**config.mk**
```make
export PLATFORM = sky130hd
export DESIGN_NAME = mux_nto1_pipe_flat
export DESIGN_NICKNAME = d
export VERILOG_FILES = /design/src/rtl/mux_nto1_pipe_if.sv /design/src/rtl/mux_nto1_pipe.sv /design/src/flat_wrapper.sv
export SDC_FILE = /design/constraint.sdc
export NUM_CORES = 1
export LEC_CHECK = 0
export ABC_AREA = 1
export CORE_MARGIN = 1.5
export CORE_UTILIZATION = 45
export DETAILED_ROUTE_END_ITERATION = 12
export GPL_TIMING_DRIVEN = 0
export HOLD_SLACK_MARGIN = 0.06
export PLACE_DENSITY = 0.79
export REMOVE_ABC_BUFFERS = 1
export SLEW_MARGIN = 20
export SYNTH_ARGS = -nofsm -noshare
export SYNTH_HDL_FRONTEND = slang
export SYNTH_SLANG_ARGS = --single-unit
```
**constraint.sdc**
```tcl
create_clock -name clk -period 4.25 [get_ports clk]
set_input_delay 0.6375 -clock clk [delete_from_list [all_inputs] [get_ports clk]]
set_output_delay 0.6375 -clock clk [all_outputs]
set_load 0.05 [all_outputs]
```
**src/rtl/mux_nto1_pipe_if.sv**
```systemverilog
// ---------------------------------------------------------------------------
// mux_nto1_pipe_if
//   Bundles the source channels, the channel select and the output handshake
//   of mux_nto1_pipe into one interface.
//
//   Signals
//     in_data   NUM_IN*WIDTH  channel i occupies bits [i*WIDTH +: WIDTH]
//     in_valid  NUM_IN        channel i offers a beat
//     in_ready  NUM_IN        channel i beat accepted when in_valid[i]&in_ready[i]
//     sel       SEL_W         channel select (ignored in round-robin builds)
//     out_data  WIDTH         registered output beat
//     out_valid 1             out_data valid
//     out_ready 1             consumer accepts when out_valid&out_ready
//
//   Modports
//     master : producer/consumer side (drives inputs, observes outputs)
//     slave  : selector side (mux_nto1_pipe)
// ---------------------------------------------------------------------------
interface mux_nto1_pipe_if #(
    parameter int WIDTH  = 32,
    parameter int NUM_IN = 4
);
    localparam int SEL_W = $clog2(NUM_IN);

    logic [NUM_IN*WIDTH-1:0] in_data;
    logic [NUM_IN-1:0]       in_valid;
    logic [NUM_IN-1:0]       in_ready;
    logic [SEL_W-1:0]        sel;
    logic [WIDTH-1:0]        out_data;
    logic                    out_valid;
    logic                    out_ready;

    modport master (
        output in_data,
        output in_valid,
        output sel,
        output out_ready,
        input  in_ready,
        input  out_data,
        input  out_valid
    );

    modport slave (
        input  in_data,
        input  in_valid,
        input  sel,
        input  out_ready,
        output in_ready,
        output out_data,
        output out_valid
    );
endinterface

```
**src/rtl/mux_nto1_pipe.sv**
```systemverilog
// ---------------------------------------------------------------------------
// mux_nto1_pipe
//   N:1 datapath selector feeding a 2-entry skid buffer with a valid/ready
//   output handshake. A stalled consumer never causes a beat to be dropped,
//   duplicated or reordered; out_data is always the buffer head register.
//
//   Ports
//     clk    in   rising-edge clock
//     rst_n  in   asynchronous active-low reset
//     bus    slave modport of mux_nto1_pipe_if (in_data, in_valid, in_ready,
//            sel, out_data, out_valid, out_ready)
//
//   Build option
//     MUX_NTO1_RR_ARB_EN : when defined, sel is ignored and a round-robin
//     pointer picks the first valid channel starting at ptr. When undefined
//     the channel is sel (out-of-range sel falls back to channel 0) and no
//     pointer register exists.
// ---------------------------------------------------------------------------
module mux_nto1_pipe #(
    parameter int WIDTH  = 32,
    parameter int NUM_IN = 4
) (
    input  logic             clk,
    input  logic             rst_n,
    mux_nto1_pipe_if.slave   bus
);
    localparam int SEL_W = $clog2(NUM_IN);

    typedef enum logic [1:0] {
        EMPTY = 2'd0,
        ONE   = 2'd1,
        FULL  = 2'd2
    } occ_t;

    occ_t             occ_p1, occ_d;
    logic [WIDTH-1:0] head_p1, head_d;
    logic [WIDTH-1:0] tail_p1, tail_d;
    logic             vld_p1;

    logic [SEL_W-1:0] grant;
    logic             grant_ok;
    logic             room;
    logic             push;
    logic             pop;
    logic [WIDTH-1:0] din_p0;

    // ---- stage p0: channel choice and input handshake (combinational) ----
`ifdef MUX_NTO1_RR_ARB_EN
    logic [SEL_W-1:0] ptr_p1;

    // Scan from the far end back to ptr so the closest valid channel
    // (lowest offset from ptr) is the last assignment and wins.
    always_comb begin
        int idx;
        grant    = '0;
        grant_ok = 1'b0;
        idx      = 0;
        for (int k = NUM_IN - 1; k >= 0; k--) begin
            idx = int'(ptr_p1) + k;
            if (idx >= NUM_IN) begin
                idx = idx - NUM_IN;
            end
            if (bus.in_valid[idx]) begin
                grant    = SEL_W'(idx);
                grant_ok = 1'b1;
            end
        end
    end

    // Pointer only moves on an actual accept, so a FULL buffer freezes it.
    always_ff @(posedge clk or negedge rst_n) begin
        if (!rst_n) begin
            ptr_p1 <= '0;
        end else if (push) begin
            if (int'(grant) == NUM_IN - 1) begin
                ptr_p1 <= '0;
            end else begin
                ptr_p1 <= grant + SEL_W'(1);
            end
        end
    end
`else
    // Explicit select: channel 0 is the fallback for out-of-range values.
    always_comb begin
        grant    = bus.sel;
        grant_ok = 1'b1;
        if (int'(bus.sel) >= NUM_IN) begin
            grant = '0;
        end
    end
`endif

    // in_ready depends only on registered occupancy and the grant, never on
    // out_ready. rst_n gates it so nothing is offered while reset is held.
    assign room   = (occ_p1 != FULL) && rst_n;
    assign din_p0 = bus.in_data[int'(grant)*WIDTH +: WIDTH];
    assign push   = room && grant_ok && bus.in_valid[grant];
    assign pop    = vld_p1 && bus.out_ready;

    always_comb begin
        bus.in_ready = '0;
        if (room && grant_ok) begin
            bus.in_ready[grant] = 1'b1;
        end
    end

    // Occupancy FSM: decides where an accepted beat lands and how the
    // head advances.
    always_comb begin
        occ_d  = occ_p1;
        head_d = head_p1;
        tail_d = tail_p1;
        case (occ_p1)
            EMPTY: begin
                if (push) begin
                    head_d = din_p0;
                    occ_d  = ONE;
                end
            end
            ONE: begin
                if (push && pop) begin
                    // Head leaves this edge, the new beat replaces it.
                    head_d = din_p0;
                end else if (push) begin
                    tail_d = din_p0;
                    occ_d  = FULL;
                end else if (pop) begin
                    occ_d  = EMPTY;
                end
            end
            FULL: begin
                if (pop) begin
                    head_d = tail_p1;
                    occ_d  = ONE;
                end
            end
            default: begin
                occ_d = EMPTY;
            end
        endcase
    end

    // ---- stage p1: skid buffer registers ----
    always_ff @(posedge clk or negedge rst_n) begin
        if (!rst_n) begin
            occ_p1  <= EMPTY;
            vld_p1  <= 1'b0;
            head_p1 <= '0;
            tail_p1 <= '0;
        end else begin
            occ_p1  <= occ_d;
            vld_p1  <= (occ_d != EMPTY);
            head_p1 <= head_d;
            tail_p1 <= tail_d;
        end
    end

    assign bus.out_data  = head_p1;
    assign bus.out_valid = vld_p1;

endmodule
```
**src/flat_wrapper.sv**
```systemverilog
// flat-port wrapper written by rule: the top's interface ports become plain ports
module mux_nto1_pipe_flat 
#(
    parameter int WIDTH  = 32,
    parameter int NUM_IN = 4
)
  (clk, rst_n, bus_in_data, bus_in_valid, bus_sel, bus_out_ready, bus_in_ready, bus_out_data, bus_out_valid);
  mux_nto1_pipe_if #(.WIDTH(WIDTH), .NUM_IN(NUM_IN)) bus_i ();
  input  logic clk;
  input  logic rst_n;
  input wire logic [$bits(bus_i.in_data)-1:0] bus_in_data;
  input wire logic [$bits(bus_i.in_valid)-1:0] bus_in_valid;
  input wire logic [$bits(bus_i.sel)-1:0] bus_sel;
  input wire logic [$bits(bus_i.out_ready)-1:0] bus_out_ready;
  output wire logic [$bits(bus_i.in_ready)-1:0] bus_in_ready;
  output wire logic [$bits(bus_i.out_data)-1:0] bus_out_data;
  output wire logic [$bits(bus_i.out_valid)-1:0] bus_out_valid;
  assign bus_i.in_data = bus_in_data;
  assign bus_i.in_valid = bus_in_valid;
  assign bus_i.sel = bus_sel;
  assign bus_i.out_ready = bus_out_ready;
  assign bus_in_ready = bus_i.in_ready;
  assign bus_out_data = bus_i.out_data;
  assign bus_out_valid = bus_i.out_valid;
  mux_nto1_pipe #(.WIDTH(WIDTH), .NUM_IN(NUM_IN)) u_core (.clk(clk), .rst_n(rst_n), .bus(bus_i));
endmodule
```
# After elaboration in Yosys (flattened, before gate mapping)
# Index checks and enable logic that the tools add are counted.
[word_totals] mem_count=0 elab_cells=39 regBits=67 ramBits=0 latchBits=0 out_inout_bits=37 inputBits=137 rom_bits=0
[classes] add_sub_neg=0 n_div=0 n_reduce_logical=10 n_mul=0 order_cmp=2 n_shift=1 bitwise_logic=1 eq_ne=6 mux=15
[op_table] operator="variable part select 128 x 8 -> 32 bit" n=1
[op_table] operator="2-to-1 mux 32 bit" n=3
[op_table] operator="one-hot mux 32 bit (3 select lines)" n=1
[op_table] operator="2-to-1 mux 2 bit" n=5
[op_table] operator="inequality test 2 x 1 -> 1 bit (second input constant)" n=3
[op_table] operator="one-hot mux 2 bit (3 select lines)" n=1
[op_table] operator="logical AND 1 bit" n=5
[op_table] operator="2-to-1 mux 4 bit" n=1
[op_table] operator="AND reduction 4 bit" n=1
[op_table] operator="< comparator 2 x 3 -> 1 bit (second input constant)" n=1
[op_table] operator="AND reduction 3 bit" n=1
[op_table] operator="nonzero test 3 bit" n=1
[op_table] operator="binary-select mux 1 bit (select 2 bit)" n=1
[op_table] operator="demux 1 bit (select 2 bit)" n=1
[op_table] operator="== test 2 x 1 -> 1 bit (second input constant)" n=1
[op_table] operator="== test 2 bit (second input constant)" n=1
[op_table] operator=">= comparator 2 x 1 -> 1 bit (second input constant)" n=1
[op_table] operator="logical NOT 2 bit" n=1
[op_table] operator="2-to-1 mux 1 bit" n=2
[op_table] operator="inequality test 2 bit (second input constant)" n=1
[op_table] operator="nonzero test 2 bit" n=1
[op_table] operator="NOT 1 bit" n=1

# Depth between registers and ports, before layout
[logic_depth] ltp_word=7 ltp_mapped=12 ltp_nobuf=10

# Worst setup path before layout
# No wires, ideal clock.
[synth_timing] path_kind="input to output" from="input bus_sel[0]" to="output bus_in_ready[1]" path_buffers=3 arrival_ns=2.182 path_stages=5 path_slack_ns=1.431 t_required_ns=3.612 path_cell_list="buf_6 -> inv_2 -> buf_4 -> buf_2 -> nor3_1"
[synth_via] elab_chain_len=5 elab_cells_between_ends=6 cone_classes="order compare (2); mux (3); reduce/logical (1)"
[synth_lines] item="start: declaration" line_no="flat_wrapper.sv:13" rtl="input wire logic [$bits(bus_i.sel)-1:0] bus_sel;"
[synth_lines] item="< comparator 2 x 3 -> 1 bit (not written as such) / >= comparator 2 x 1 -> 1 bit (equally long branches)" line_no="mux_nto1_pipe.sv:103" rtl="bus.in_ready[grant] = 1'b1;"
[synth_lines] item="logical AND 1 bit (not written as such)" line_no="mux_nto1_pipe.sv:103"
[synth_lines] item="2-to-1 mux 1 bit (not written as such)" line_no="mux_nto1_pipe.sv:103"
[synth_lines] item="demux 1 bit (select 2 bit) *"
[synth_lines] item="2-to-1 mux 4 bit *" line_no="mux_nto1_pipe.sv:102" rtl="if (room && grant_ok) begin"
[synth_lines] item="end: declaration" line_no="flat_wrapper.sv:15" rtl="output wire logic [$bits(bus_i.in_ready)-1:0] bus_in_ready;"
# Every way passes the cells marked *; elsewhere a longest branch is shown, timed or not.

# Final worst setup path
[layout_timing] from="register u_core.occ_p1[1]" to="output bus_in_ready[1]"
[layout_via] elab_chain_len=3
[layout_lines] item="start: declaration" line_no="mux_nto1_pipe.sv:35" rtl="occ_t occ_p1, occ_d;"
[layout_lines] item="start signal: assignment" line_no="mux_nto1_pipe.sv:146" rtl="occ_p1 <= EMPTY;"
[layout_lines] item="start signal: assignment" line_no="mux_nto1_pipe.sv:151" rtl="occ_p1 <= occ_d;"
[layout_lines] item="inequality test 2 bit" line_no="mux_nto1_pipe.sv:95" rtl="assign room = (occ_p1 != FULL) && rst_n;"
[layout_lines] item="logical AND 1 bit" line_no="mux_nto1_pipe.sv:95"
[layout_lines] item="2-to-1 mux 4 bit" line_no="mux_nto1_pipe.sv:102"
# Every way passes these cells.

==> flow_metrics.tcl <==
set metrics [dict create \
    cp.required_ns 3.61 \
    cts.clk_slew.worst_paths_ns 0.08 \
    die_width_um 102 \
    switching_power_uw 1660 \
    synth_area_um2 4440 \
    worst_slew_pin_slew_ns 1.02 \
    synth_cell_types 17 \
    max_stage_delay_ns 0.85 \
    ctsHoldBuffers 0 \
    cp-end-kind "primary output" \
    drt_iter0_drc 386 \
    htreeDepth 3 \
    via_per_inst 4.91 \
    synth_fa_ha_area_share_pct 0 \
    min_period_over_period_pct 86.5 \
    worstPathArrival_ns 3.04 \
    status "completed" \
    worstSetupEndpoint "bus_in_ready[1]" \
    synth_warnings 0 \
    critPathMaxFanout 38 \
    gr-total-overflow 0 \
    grt_pass1_vias 4245 \
    place_congestion 0.853 \
    crit_start "u_core.occ_p1[1]" \
    peakVddDrop_mv 0.325 \
    p_comb_share_pct 52.6 \
    grt_max_degree 69 \
    reg2reg_to "u_core.bus.out_data[8]" \
    cts_root_buf "clkbuf_8" \
    cp.buffers_inverters 3 \
    synthXorXnorAreaFrac_pct 0 \
    area_growth_pct 42.8 \
    die_height_um 102 \
    drv_cap 0 \
    start_util_pct 45.8 \
    pwr-share-seq_pct 31.5 \
    final_cell_mix "525 x nand2_1, 170 x clkdlybuf4s50_1, 67 x dfrtp_1" \
    clkSinkCount 67 \
    post_cts_buffers 0 \
    critPathTopFamily "buffers and inverters" \
    timing.critical_path.cells "inv_2, nor2_4, nor2_4, inv_1, nor3_1, clkdlybuf4s50_1" \
    p_int_uw 1830 \
    hold_class "primary input to asynchronous set/reset pin" \
    grt_pass1_wl_mm 20.3 \
    worstSetupPathType "flop to primary output" \
    setup_viol 0 \
    setup_tns_ns 0 \
    post-dp-hpwl_mm 9.18 \
    maxSlewViolCount 0 \
    grt.total_usage_pct 24.8 \
    antenna_found_initial 0 \
    cp.depth 6 \
    p_sw_share_pct 47.6 \
    yosys.area_share.simple_pct 54.9 \
    r2r_cells 7 \
    core_um2 9680 \
    wl_per_cell_um 12.8 \
    fmax_mhz 272 \
    cp-start-kind "flop" \
    relSlewSlack_pct 32.3 \
    power_uw 3490 \
    numCtsBuffers 9 \
    dieArea_um2 10500 \
    p_clk_share_pct 15.8 \
    firstDrtPassIters 5 \
    synthMuxAreaShare_pct 0 \
    hold-worst-slack_ns 0.167 \
    grt_setup_unrepaired "no" \
    syn_avg_cell_area_um2 6.06 \
    cts.path.max_buffers 2 \
    cts_tree "built" \
    seq_area_um2 1680 \
    fin_util_pct 65.4 \
    reg2reg_from "u_core.occ_p1[1]" \
    post_cts_resized 0 \
    ys_seq_area_share_pct 37.8 \
    wl_mm 12.9 \
    crit_slowest_cell "clkdlybuf4s50_1" \
    syn_inst 732 \
    rows 36 \
    skew_ns 0.0105 \
    n_antenna_cell 0 \
    port_buffers 173 \
    crit_path_frequent_cell "nor2_4" \
    drc 0 \
    synth_compound_area_share_pct 0.564 \
    vias 4949 \
    hold_viol_final 0 \
    powerDensity_nw_per_um2 552 \
    finalCriticalPeriod_ns 3.68 \
    io_pins 174 \
    synth_top_family_by_area "simple AND/OR/NAND/NOR gates" \
    final_common_cell "nand2_1" \
    ant_nets 0 \
    clk_latency_ns 0.36 \
    num-fill-cells 865 \
    ys_ff_latch 67 \
    multi_input_area_um2 2460 \
    drive_gt1_share_pct 4.11 \
    final_nets 1007 \
    total_leakage_power_uw 0.00343 \
    r2r_setup_slack_ns 1.41 \
]
==> metal layers <==
layer	vias to the layer above	part of all wire (%)	global-route usage, %
met1	2180	44	34.3
met3	23	6.7	4.51
li1	2535	-	-
met5	-	0	0
met4	0	2.0	7.90
met2	211	47	39.4
==> cell usage after synthesis <==
library cell / instances / area share, %
a21oi_2: 1 / 0.20
a21oi_4: 1 / 0.37
buf_1: 4 / 0.34
buf_2: 24 / 2.7
buf_4: 8 / 1.4
buf_6: 2 / 0.51
clkbuf_1: 12 / 1.0
dfrtp_1: 67 / 38
inv_1: 5 / 0.42
inv_2: 5 / 0.42
nand2_1: 525 / 44
nand2_2: 1 / 0.14
nand2_4: 2 / 0.51
nand3_1: 35 / 3.9
nand4_1: 33 / 4.7
nor2_4: 3 / 0.76
nor3_1: 4 / 0.45
==> power groups by stage <==
| stage | clock, µW | sequential (µW) | combinational (µW) |
|---|---|---|---|
| after floorplan | 0 | 1510 | 757 |
| after global placement | 0 | 1090 | 1790 |
| after detailed placement | 0 | 1110 | 1830 |
| after CTS | 559 | 1100 | 1840 |
| after global routing | 590 | 1130 | 2010 |
| final | 553 | 1100 | 1840 |
==> through the flow <==
| stage | instance area [µm²] | std cells | worst slack (ns) |
|---|---|---|---|
| 2_1_floorplan | 4170 | 682 | 1.32 |
| 3_3_place_gp | 6070 | 988 | -1.40 |
| 3_5_place_dp | 6120 | 992 | 0.921 |
| 4_1_cts | 6330 | 1008 | 0.629 |
| 5_1_grt | 6330 | 1008 | 0.419 |
| 6_report | 6330 | 1008 | 0.575 |
==> sequential cells by signal, summed over array words and instances, names as in the netlist <==
name                  flops
u_core.bus.out_valid      1
u_core.tail_p1           32
u_core.occ_p1             2
u_core.bus.out_data      32
==> final cells by class <==
| cell class | instances | share of cell area, % |
|---|---|---|
| multi-input cells | 605 | 38.8 |
| repair buffers | 177 | 28.1 |
| flip-flops and latches | 67 | 26.5 |
| well taps | 133 | 2.63 |
| clock buffers | 11 | 2.39 |
| clock inverters | 5 | 0.948 |
| inverters | 10 | 0.593 |
==> how the worst min path moves through the flow <==
stage | start | endpoint | depth (start not counted)
floorplan | rst_n | u_core.bus.out_data[0] | 0
global placement | u_core.bus.out_data[10] | u_core.bus.out_data[10] | 2
detailed placement | u_core.bus.out_data[23] | u_core.bus.out_data[23] | 2
CTS | rst_n | u_core.bus.out_data[30] | 1
global route | rst_n | u_core.bus.out_data[30] | 1
finish | rst_n | u_core.bus.out_data[30] | 1
==> kinds of logic after synthesis <==
logic type / after synthesis
simple gates: 603
flops: 67
buf+inv: 60
compound gates: 2
No activity file was read; power rests on OpenSTA's default activity.
